===== config.mk =====
export PLATFORM = sky130hd
export DESIGN_NAME = mem_bus_arbiter
export DESIGN_NICKNAME = d
export VERILOG_FILES = /design/src/rtl/xoro_bus_pkg.sv /design/src/rtl/mem_bus_arbiter.sv
export SDC_FILE = /design/constraint.sdc
export NUM_CORES = 1
export LEC_CHECK = 0
export ABC_AREA = 1
export CORE_AREA = 2 2 122 124
export DETAILED_ROUTE_END_ITERATION = 10
export DIE_AREA = 0 0 124 126
export GPL_TIMING_DRIVEN = 0
export PLACE_DENSITY = 0.53
export SKIP_LAST_GASP = 1
export SLEW_MARGIN = 10
export SYNTH_ARGS = -nofsm -noshare
export SYNTH_HDL_FRONTEND = slang
export SYNTH_SLANG_ARGS = --single-unit

===== constraint.sdc =====
create_clock -name clk -period 2.1 [get_ports clk]
set_input_delay 0.42 -clock clk [delete_from_list [all_inputs] [get_ports clk]]
set_output_delay 0.42 -clock clk [all_outputs]
set_load 0.05 [all_outputs]

===== src/rtl/xoro_bus_pkg.sv =====
// Shared definitions for the xoro native valid/ready memory bus.
// Arbiter state encoding, default bus widths and the timeout read-data pattern.
package xoro_bus_pkg;

    localparam int ADDR_W_DEF = 32;
    localparam int DATA_W_DEF = 32;
    localparam logic [31:0] TIMEOUT_DATA_DEF = 32'hDEADBEEF;

    typedef enum logic [1:0] {
        IDLE = 2'd0,
        GNT0 = 2'd1,
        GNT1 = 2'd2
    } arb_state_t;

endpackage


===== src/rtl/mem_bus_arbiter.sv =====
// Two-master round-robin arbiter onto one slave port, with per-transaction timeout and sticky error.
// Latency: 1 arbitration cycle, then the slave's own latency; ready/rdata are combinational from s_ready.
// Backpressure: a granted master waits on s_ready (bounded by TIMEOUT); the other master stalls until IDLE.
module mem_bus_arbiter
    import xoro_bus_pkg::*;
#(
    parameter int ADDR_W = ADDR_W_DEF,
    parameter int DATA_W = DATA_W_DEF,
    parameter int TIMEOUT = 255,
    parameter logic [DATA_W-1:0] TIMEOUT_DATA = DATA_W'(TIMEOUT_DATA_DEF)
) (
    input  logic                clk,
    input  logic                reset,

    input  logic                m0_valid,
    input  logic [ADDR_W-1:0]   m0_addr,
    input  logic [DATA_W-1:0]   m0_wdata,
    input  logic [DATA_W/8-1:0] m0_wstrb,
    output logic                m0_ready,
    output logic [DATA_W-1:0]   m0_rdata,

    input  logic                m1_valid,
    input  logic [ADDR_W-1:0]   m1_addr,
    input  logic [DATA_W-1:0]   m1_wdata,
    input  logic [DATA_W/8-1:0] m1_wstrb,
    output logic                m1_ready,
    output logic [DATA_W-1:0]   m1_rdata,

    output logic                s_valid,
    output logic [ADDR_W-1:0]   s_addr,
    output logic [DATA_W-1:0]   s_wdata,
    output logic [DATA_W/8-1:0] s_wstrb,
    input  logic                s_ready,
    input  logic [DATA_W-1:0]   s_rdata,

    output logic                busy,
    output logic                timeout_err,
    input  logic                err_clr
);

    // A zero-width timer is illegal, so TIMEOUT=0 keeps a 1-bit timer that never counts.
    localparam int TW = (TIMEOUT > 0) ? $clog2(TIMEOUT + 1) : 1;
    localparam bit TO_EN = (TIMEOUT > 0);
    localparam logic [TW-1:0] TO_LIM = TW'((TIMEOUT > 0) ? TIMEOUT - 1 : 0);

    arb_state_t      state;
    logic            last_grant;
    logic [TW-1:0]   timer;

    logic            sel0;
    logic            sel1;
    logic            gnt_valid;
    logic            done;
    logic            expire;
    logic [DATA_W-1:0] rsp_dat;

    assign sel0      = (state == GNT0);
    assign sel1      = (state == GNT1);
    assign gnt_valid = (sel0 & m0_valid) | (sel1 & m1_valid);

    assign s_valid = gnt_valid;
    assign s_addr  = sel0 ? m0_addr  : (sel1 ? m1_addr  : '0);
    assign s_wdata = sel0 ? m0_wdata : (sel1 ? m1_wdata : '0);
    assign s_wstrb = sel0 ? m0_wstrb : (sel1 ? m1_wstrb : '0);

    // s_ready in the expiry cycle is a normal completion, hence the !s_ready term.
    assign done    = gnt_valid & s_ready;
    assign expire  = TO_EN && gnt_valid && !s_ready && (timer == TO_LIM);
    assign rsp_dat = done ? s_rdata : TIMEOUT_DATA;

    assign m0_ready = sel0 & (done | expire);
    assign m1_ready = sel1 & (done | expire);
    assign m0_rdata = m0_ready ? rsp_dat : '0;
    assign m1_rdata = m1_ready ? rsp_dat : '0;

    assign busy = (state != IDLE);

    always_ff @(posedge clk) begin
        if (reset) begin
            state       <= IDLE;
            last_grant  <= 1'b1;
            timer       <= '0;
            timeout_err <= 1'b0;
        end else begin
            if (expire) begin
                timeout_err <= 1'b1;
            end else if (err_clr) begin
                timeout_err <= 1'b0;
            end

            case (state)
                IDLE: begin
                    timer <= '0;
                    if (m0_valid && (!m1_valid || last_grant)) begin
                        state      <= GNT0;
                        last_grant <= 1'b0;
                    end else if (m1_valid) begin
                        state      <= GNT1;
                        last_grant <= 1'b1;
                    end
                end
                GNT0, GNT1: begin
                    // A dropped request abandons the grant silently.
                    if (!gnt_valid || done || expire) begin
                        state <= IDLE;
                    end else if (TO_EN) begin
                        timer <= timer + 1'b1;
                    end
                end
                default: begin
                    state <= IDLE;
                end
            endcase
        end
    end

endmodule

# After elaboration in Yosys (flattened, before gate mapping)
# Cells that the tools add are included.
dict set report totals {
  out_inout_bits 137
  reg_bits 12
  wordCells 55
  input_bits 174
}
dict set report op_classes {
  mux 19
  bitwise_logic 7
  eq_ne 6
  n_reduce_logical 18
  n_addsub 1
}
# op count
set ops {}
lappend ops {{2-to-1 mux 32 bit} 7}
lappend ops {{case mux 8 bit (2 select lines)} 1}
lappend ops {{adder 8 x 1 -> 8 bit (second input constant)} 1}
lappend ops {{== test 8 bit (second input constant)} 1}
lappend ops {{2-to-1 mux 4 bit} 2}
lappend ops {{2-to-1 mux 8 bit} 1}
lappend ops {{nonzero test 2 bit} 4}
lappend ops {{2-to-1 mux 2 bit} 3}
lappend ops {{AND reduction 2 bit} 3}
lappend ops {{bitwise AND 1 bit} 5}
lappend ops {{2-to-1 mux 1 bit} 4}
lappend ops {{!= test 2 bit (second input constant)} 2}
lappend ops {{case mux 2 bit (2 select lines)} 1}
lappend ops {{logical AND 1 bit} 3}
lappend ops {{zero test 1 bit} 3}
lappend ops {{logical OR 1 bit} 3}
lappend ops {{!= test 3 bit (second input constant)} 1}
lappend ops {{== test 2 x 1 -> 1 bit (second input constant)} 1}
lappend ops {{== test 2 bit (second input constant)} 1}
lappend ops {{zero test 2 bit} 1}
lappend ops {{bitwise OR 1 bit} 2}
lappend ops {{OR reduction 2 bit} 1}

# Logic depth before layout (Yosys ltp)
# Gate-level depths: netlist of run 1.
dict set report logic_depth {
  depth_word 8
  mapped_depth 12
  depth_no_buf 11
}

# Worst setup path before layout of run 1
# OpenSTA, ideal clock, no wires.
dict set report synth_timing {
  path_type {register to output}
  startpoint {register state[1]}
  endpoint {output port m0_rdata[10]}
  path_stages_with_launch 13
  arrival_time_ns 2.363
  path_buffers 2
  required_ns 1.680
  slack_ns -0.683
  path_cell_list {dfxtp_1 inv_1 ha_1 buf_2 nand2_2 nand2_4 nand2_4 inv_2 nor2_4 nor2_4 inv_2 buf_6 nor2_1}
}
dict set report synth_via {
  elab_chain_cells 8
  elab_cells_between_ends 12
}
# item line_no
set synth_rtl {}
lappend synth_rtl {{from (decl)} mem_bus_arbiter.sv:46} ;# arb_state_t state;
lappend synth_rtl {{from (signal assigned)} mem_bus_arbiter.sv:80} ;# state <= IDLE;
lappend synth_rtl {{from (signal assigned)} mem_bus_arbiter.sv:95} ;# state <= GNT0;
lappend synth_rtl {{from (signal assigned)} mem_bus_arbiter.sv:98} ;# state <= GNT1;
lappend synth_rtl {{== test 2 x 1 -> 1 bit or == test 2 bit (tied branches)} {mem_bus_arbiter.sv:57, mem_bus_arbiter.sv:58}}
lappend synth_rtl {{bitwise AND 1 bit} mem_bus_arbiter.sv:59} ;# assign gnt_valid = (sel0 & m0_valid) | (sel1 & m1_valid);
lappend synth_rtl {{bitwise OR 1 bit (*)} mem_bus_arbiter.sv:59}
lappend synth_rtl {{via s_valid} mem_bus_arbiter.sv:29} ;# output logic s_valid,
lappend synth_rtl {{logical AND 1 bit (2 in series)} mem_bus_arbiter.sv:68} ;# assign expire = TO_EN && gnt_valid && !s_ready && (timer == TO_LIM);
lappend synth_rtl {{bitwise OR 1 bit (*)} mem_bus_arbiter.sv:71} ;# assign m0_ready = sel0 & (done | expire);
lappend synth_rtl {{bitwise AND 1 bit (*)} mem_bus_arbiter.sv:71}
lappend synth_rtl {{via m0_ready} mem_bus_arbiter.sv:19} ;# output logic m0_ready,
lappend synth_rtl {{2-to-1 mux 32 bit (*)} mem_bus_arbiter.sv:73} ;# assign m0_rdata = m0_ready ? rsp_dat : '0;
lappend synth_rtl {{to (decl)} mem_bus_arbiter.sv:20} ;# output logic [DATA_W-1:0] m0_rdata,
# Mark *: on every way through the listed nets, which the timed path passes. The rest lies on a longest branch.

# Final worst setup path of run 1
dict set report layout_timing {
  startpoint {register state[0]}
  endpoint {output port m0_rdata[21]}
}
dict set report layout_via {
  elab_chain_cells 8
  elab_cells_between_ends 12
}
# item line_no
set layout_rtl {}
lappend layout_rtl {{== test 2 x 1 -> 1 bit or == test 2 bit (tied branches)} {mem_bus_arbiter.sv:57, mem_bus_arbiter.sv:58}}
lappend layout_rtl {{bitwise AND 1 bit} mem_bus_arbiter.sv:59}
lappend layout_rtl {{bitwise OR 1 bit} mem_bus_arbiter.sv:59}
lappend layout_rtl {{logical AND 1 bit (2 in series)} mem_bus_arbiter.sv:68}
lappend layout_rtl {{bitwise OR 1 bit} mem_bus_arbiter.sv:71}
lappend layout_rtl {{bitwise AND 1 bit} mem_bus_arbiter.sv:71}
lappend layout_rtl {{2-to-1 mux 32 bit (*)} mem_bus_arbiter.sv:73}
# Mark *: on every way between the ends. The rest lies on a longest branch, timed or not.

==> results of run 1 <==
[layout make-up]
| class | instances | area (µm²) |
|---|---|---|
| buffer | 26 | 302 |
| sequential | 12 | 249 |
| tap | 184 | 230 |
| fill | 1382 | 6890 |
| multi-input combinational | 386 | 2540 |
| clock buffer | 3 | 75.1 |
| inverter | 23 | 114 |
| timing repair buffer | 355 | 3910 |
[layer usage]
| metal | vias up | GRT usage (%) |
|---|---|---|
| met5 | - | 0 |
| met4 | 0 | 6.21 |
| met3 | 34 | 4.89 |
| met2 | 211 | 35.8 |
| met1 | 1935 | 19.1 |
| li1 | 2129 | - |
[cells by family after synthesis]
kind of cell	after synthesis
xor+xnor	2
flops	12
fa+ha+maj	5
compound gates	15
buf+inv	55
simple gates	364
[how the worst max path moves through the flow]
| stage | from | endpoint | slack, ns |
|---|---|---|---|
| floorplan | state[1] | m1_rdata[10] | -0.28 |
| global placement | m0_valid | m1_rdata[19] | -1.10 |
| detailed placement | m1_valid | m1_rdata[19] | -1.12 |
| CTS | state[0] | m1_rdata[5] | -0.26 |
| global route | state[0] | m0_rdata[10] | -0.33 |
| finish | state[0] | m0_rdata[21] | -0.23 |
[where the power goes]
| group | internal [mW] | switching (mW) |
|---|---|---|
| logic | 0.906 | 1.15 |
| registers | 0.240 | 0.0113 |
| clock network | 0.247 | 0.0913 |
| total | 1.39 | 1.25 |
[stage by stage]
stage                     total power [mW]  instances  utilization, %  cell area [µm²]  worst slack, ns
final                                 2.64        989            51.9             7420           -0.231
after global routing                  2.77        989            51.9             7420           -0.329
after CTS                             2.39        972            45.3             6490           -0.264
after detailed placement              1.92        947            41.7             5970            -1.12
after global placement                1.91        947            41.7             5970            -1.10
after floorplan                       1.17        453               -             2640           -0.280
[timing repair]
| item | in CTS | in global routing |
|---|---|---|
| resized for setup | 942 | 255 |
| hold buffers | 0 | 0 |
| cloned | 6 | 5 |
| setup buffers | 20 | 17 |
| endpoints found under the setup margin | 136 | 135 |
| pin swaps | 28 | 36 |
[state kept, by name, summed over array words and instances (netlist names)]
signal       flops
last_grant       1
timer            8
timeout_err      1
state            2
[Yosys cell counts, drive strengths merged]
cell / number
o21ai: 4
dfxtp: 12
nand2: 177
buf: 19
ha: 5
a21oi: 11
xor2: 2
clkinv: 1
clkbuf: 13
nand3b: 1
nor2: 105
nand3: 80
inv: 22
nor3b: 1
[placed cells by master, fill, tap and decap left out, types with 11 or more instances in the layout]
cell type          n
nand3_2           46
buf_8             45
nor2_1            34
nand2_2           45
nor2_4            58
clkdlybuf4s50_1  171
a21oi_1           11
nand2_1          127
buf_4             37
nand3_1           32
inv_1             16
buf_6             88
nor2_2            13
[worst max-delay path: stages, from the launching register on]
cell and delay, ns:
dfxtp_4 0.36, inv_4 0.06, ha_4 0.16, nand2_4 0.07
nand2_8 0.11, nand2_4 0.06, nor2_4 0.14, nor2_4 0.06
nor2_4 0.13, inv_6 0.10, clkbuf_16 0.18, nor2_4 0.08
buf_6 0.16
==> flow_metrics.env, run 1 <==
export IMPL_drt_met1_wl_um=5900
export IMPL_die_w_um=124
export IMPL_cts_buffers_inserted=3
export IMPL_yosysTopAreaCell="nand2_1"
export IMPL_start_util_pct=15.3
export IMPL_die_h_um=126
export IMPL_cts_sinks=12
export IMPL_pwr_density_cell_nw_per_um2=356
export IMPL_r2r_start="state[1]"
export IMPL_min_path_type="flip-flop to flip-flop"
export IMPL_cts_max_level=1
export IMPL_timing_critical_path_to_type="output port"
export IMPL_overflow=0
export IMPL_whs_ns=0.481
export IMPL_top_layer_used="met4"
export IMPL_synth_compound_area_share_pct=3.43
export IMPL_p_leak_nw=3.28
export IMPL_rsz0062_at_grt="yes"
export IMPL_setup_viol=112
export IMPL_status="complete, but fails checks"
export IMPL_grt_pass1_wl_um=22700
export IMPL_netlist_instances=453
export IMPL_grt_max_degree=11
export IMPL_routabilityCongestion=0.961
export IMPL_avgRoutedWirePerCell_um=16.9
export IMPL_violations="setup timing"
export IMPL_finalHoldViolCount=0
export IMPL_slew_headroom_pct=65.6
export IMPL_layout_setup_ws_ns=-0.231
export IMPL_yosysSeqAreaShare_pct=11.0
export IMPL_fin_nets=986
export IMPL_cts_tree="built"
export IMPL_synth_area_leaders="nand2_1, nand3_1, nor2_1, dfxtp_1, inv_1"
export IMPL_drive_gt1_share_pct=48.3
export IMPL_setup_tns_ns=-14.77
export IMPL_fmax_mhz=429
export IMPL_worstSetupStartpointType="flip-flop"
export IMPL_antenna_found_initial=0
export IMPL_ant_nets=0
export IMPL_wl_um=16700
export IMPL_hold_path_startpoint="last_grant"
export IMPL_min_period_over_period_pct=111
export IMPL_r2r_setup_slack_ns=0.39
export IMPL_synthAdderAreaFrac_pct=2.86
export IMPL_ys_ff_latch=12
export IMPL_synth_avg_cell_area_um2=4.83
export IMPL_drc=0
export IMPL_io_pin_count=311
export IMPL_min_to="last_grant"
export IMPL_max_cap_viol_count=0
export IMPL_cts_path_max_buffers=2
export IMPL_synth_top_family_by_area="simple AND/OR/NAND/NOR gates"
export IMPL_met3_wirelength_um=1560
export IMPL_synth_xor_area_share_pct=0.800
export IMPL_rows=44
export IMPL_globalRouteTotalUtil_pct=18.6
export IMPL_firstDrtPassIters=4
export IMPL_n_antenna_cell=0
export IMPL_hpwlAfterDp_um=13000
export IMPL_path_class="flip-flop to output port"
export IMPL_tightestPinTransition_ns=0.518
export IMPL_dr_wl_met2_um=8630
export IMPL_dieArea_um2=15600
export IMPL_insertion_delay_ns=0.24
export IMPL_grt_pass1_vias=4282
export IMPL_finalMaxSlewViolations=0
export IMPL_design_core_area_um2=14300
export IMPL_yosysWarnings=0
export IMPL_reg2reg_depth=10
export IMPL_period_needed_ns=2.33
export IMPL_crit_fanout=8
export IMPL_synth_distinct_cells=21
export IMPL_max_vdd_ir_drop_v=0.000238
export IMPL_syn_area_um2=2190
export IMPL_vias=4309
export IMPL_synth_top_cell_area_share_pct=29.1
export IMPL_r2r_end="state[0]"
export IMPL_viasPerCell=4.36
export IMPL_whs_path_depth=2
export IMPL_synthSimpleGateAreaFrac_pct=70.3
export IMPL_io_buffers=310
export IMPL_critPathRequiredTime_ns=1.68
export IMPL_cts_root_buf="clkbuf_16"
export IMPL_synth_area_mux_share_pct=0
export IMPL_area_growth_pct=239
export IMPL_synthesis_nets=632
export IMPL_clk_pin_slew_ns=0.04
export IMPL_drtIter0Drc=159
export IMPL_finClkSkew_ns=0.00175
export IMPL_cp_arrival_ns=1.91
(Power assumes the default switching activity.)
==> run 2, diff against run 1 <==
--- a/config.mk
+++ b/config.mk
@@ -7,6 +7,7 @@
 export LEC_CHECK = 0
 export ABC_AREA = 1
 export CORE_AREA = 2 2 122 124
+export CTS_CLUSTER_SIZE = 16
 export DETAILED_ROUTE_END_ITERATION = 10
 export DIE_AREA = 0 0 124 126
 export GPL_TIMING_DRIVEN = 0
==> results of run 2 <==
No change in the layout: final DEF, timing and power equal those of run 1.
==> run 3, diff against run 2 <==
--- a/config.mk
+++ b/config.mk
@@ -6,12 +6,13 @@
 export NUM_CORES = 1
 export LEC_CHECK = 0
 export ABC_AREA = 1
-export CORE_AREA = 2 2 122 124
+export CELL_PAD_IN_SITES_DETAIL_PLACEMENT = 1
+export CELL_PAD_IN_SITES_GLOBAL_PLACEMENT = 1
+export CORE_UTILIZATION = 13
 export CTS_CLUSTER_SIZE = 16
 export DETAILED_ROUTE_END_ITERATION = 10
-export DIE_AREA = 0 0 124 126
 export GPL_TIMING_DRIVEN = 0
-export PLACE_DENSITY = 0.53
+export PLACE_DENSITY = 0.79
 export SKIP_LAST_GASP = 1
 export SLEW_MARGIN = 10
 export SYNTH_ARGS = -nofsm -noshare
==> flow_metrics.env, run 3 (synthesis gave the netlist of run 1 again) <==
export IMPL_wl_um=19200
export IMPL_min_period_over_period_pct=113
export IMPL_timing_critical_path_to_type="output port"
export IMPL_pwr_density_cell_nw_per_um2=361
export IMPL_io_buffers=310
export IMPL_crit_fanout=7
export IMPL_fmax_mhz=422
export IMPL_finalMaxSlewViolations=0
export IMPL_grt_pass1_wl_um=25800
export IMPL_rows=47
export IMPL_cp_arrival_ns=1.95
export IMPL_slew_headroom_pct=67.3
export IMPL_fin_nets=991
export IMPL_layout_setup_ws_ns=-0.267
export IMPL_ant_nets=0
export IMPL_regMostFlops="timer"
export IMPL_setup_tns_ns=-19.26
export IMPL_cts_buffers_inserted=3
export IMPL_grtUsageMet3_pct=2.88
export IMPL_vias=4552
export IMPL_overflow=0
export IMPL_antenna_found_initial=0
export IMPL_die_h_um=132
export IMPL_grt_use_met2_pct=35.9
export IMPL_grt_pass1_vias=4575
export IMPL_path_class="flip-flop to output port"
export IMPL_start_util_pct=13.3
export IMPL_worstSetupStartpointType="flip-flop"
export IMPL_reg_top3="timer x8, state x2"
export IMPL_finalHoldViolCount=0
export IMPL_p_leak_nw=3.41
export IMPL_critPathRequiredTime_ns=1.68
export IMPL_design_core_area_um2=16500
export IMPL_die_w_um=132
export IMPL_setup_viol=117
export IMPL_routabilityCongestion=0.797
export IMPL_dieArea_um2=17400
export IMPL_max_vdd_ir_drop_v=0.000199
export IMPL_violations="setup timing"
export IMPL_tightestPinTransition_ns=0.489
export IMPL_globalRouteTotalUtil_pct=18.8
export IMPL_grt_busiest_layer="met2"
export IMPL_status="complete, but fails checks"
export IMPL_cts_path_max_buffers=2
export IMPL_cts_sinks=12
export IMPL_cts_root_buf="clkbuf_16"
export IMPL_drive_gt1_share_pct=54.3
export IMPL_viasPerCell=4.42
export IMPL_area_growth_pct=264
export IMPL_whs_ns=0.480
export IMPL_final_common_cell="clkdlybuf4s50_1"
export IMPL_largest_reg_flops=8
export IMPL_cts_max_level=1
export IMPL_n_antenna_cell=0
export IMPL_max_cap_viol_count=0
export IMPL_insertion_delay_ns=0.24
export IMPL_layout_common_cells="clkdlybuf4s50_1, nand2_1, buf_8"
export IMPL_drc=0
export IMPL_cts_tree="built"
export IMPL_avgRoutedWirePerCell_um=18.7
export IMPL_firstDrtPassIters=5
export IMPL_grt_max_degree=11
export IMPL_min_path_type="flip-flop to flip-flop"
export IMPL_io_pin_count=311
export IMPL_hold_buffers=0
export IMPL_hpwlAfterDp_um=12600
export IMPL_clk_pin_slew_ns=0.04
export IMPL_drtIter0Drc=119
export IMPL_rsz0062_at_grt="yes"
export IMPL_dp_slack_ns=-1.13
export IMPL_finClkSkew_ns=0.00260
export IMPL_period_needed_ns=2.37
export IMPL_globalRouteMet1Util_pct=21.8
run 3: changes by cell type in the layout (fill, tap and decap cells not counted), moves of 11 or more:
cell     before  now
buf_8        45   74
nand2_1     127  102
nand3_4       2   13
nand2_2      45   62
nand3_1      32   16
buf_6        88   68
run 3: final cells by class:
class | count | area, µm²
fillers | 1878 | 8540
repair buffers | 359 | 4130
multi-input cells | 386 | 2800
plain buffers | 27 | 338
well taps | 220 | 275
flip-flops and latches | 12 | 250
inverters | 23 | 116
clock buffers | 3 | 75.1
run 3: critical path, cell delays in order, from the launching register on:
cell and delay, ns:
dfxtp_4 0.36, inv_4 0.06, ha_4 0.16, nand2_4 0.07, nand2_8 0.09, nand2_4 0.06, nor2_4 0.12, nor2_4 0.07
nor2_4 0.14, inv_6 0.10, buf_16 0.16, nor2_4 0.11, buf_6 0.17
run 3: final timing paths:
check	slack [ns]	to	from	cells past startpoint
setup / recovery	-0.27	m1_rdata[21]	state[1]	12
hold / removal	0.48	last_grant	last_grant	2
setup reg to reg	0.46	timer[2]	state[0]	8
hold reg to reg	0.48	last_grant	last_grant	2
run 3: report_power, final:
part | internal (mW) | switching [mW] | leakage [nW]
Clock | 0.249 | 0.105 | 0.0370
Combinational | 1.02 | 1.26 | 3.27
Sequential | 0.239 | 0.0108 | 0.0999
run 3: repair_timing:
item                       4_1_cts  5_1_grt
setup endpoints to repair      136      134
gates cloned                     8        7
pin swaps                       25       70
resized for setup             1000      290
buffers inserted                18       20
run 3: layer usage:
metal | vias to the layer above | wire length [µm]
met3 | 44 | 1030
met4 | 0 | 610
li1 | 2145 | -
met2 | 225 | 10600
met1 | 2138 | 7020
met5 | - | 0
run 3: through the flow:
step / total power, mW / instance area, µm² / instances / util (%)
3_5_place_dp: 1.92 / 6020 / 983 / 36.4
3_3_place_gp: 1.91 / 6020 / 983 / 36.4
4_1_cts: 2.49 / 6720 / 1009 / 40.6
5_1_grt: 3.00 / 7980 / 1030 / 48.3
2_1_floorplan: 1.17 / 2640 / 453 / -
6_report: 2.88 / 7980 / 1030 / 48.3
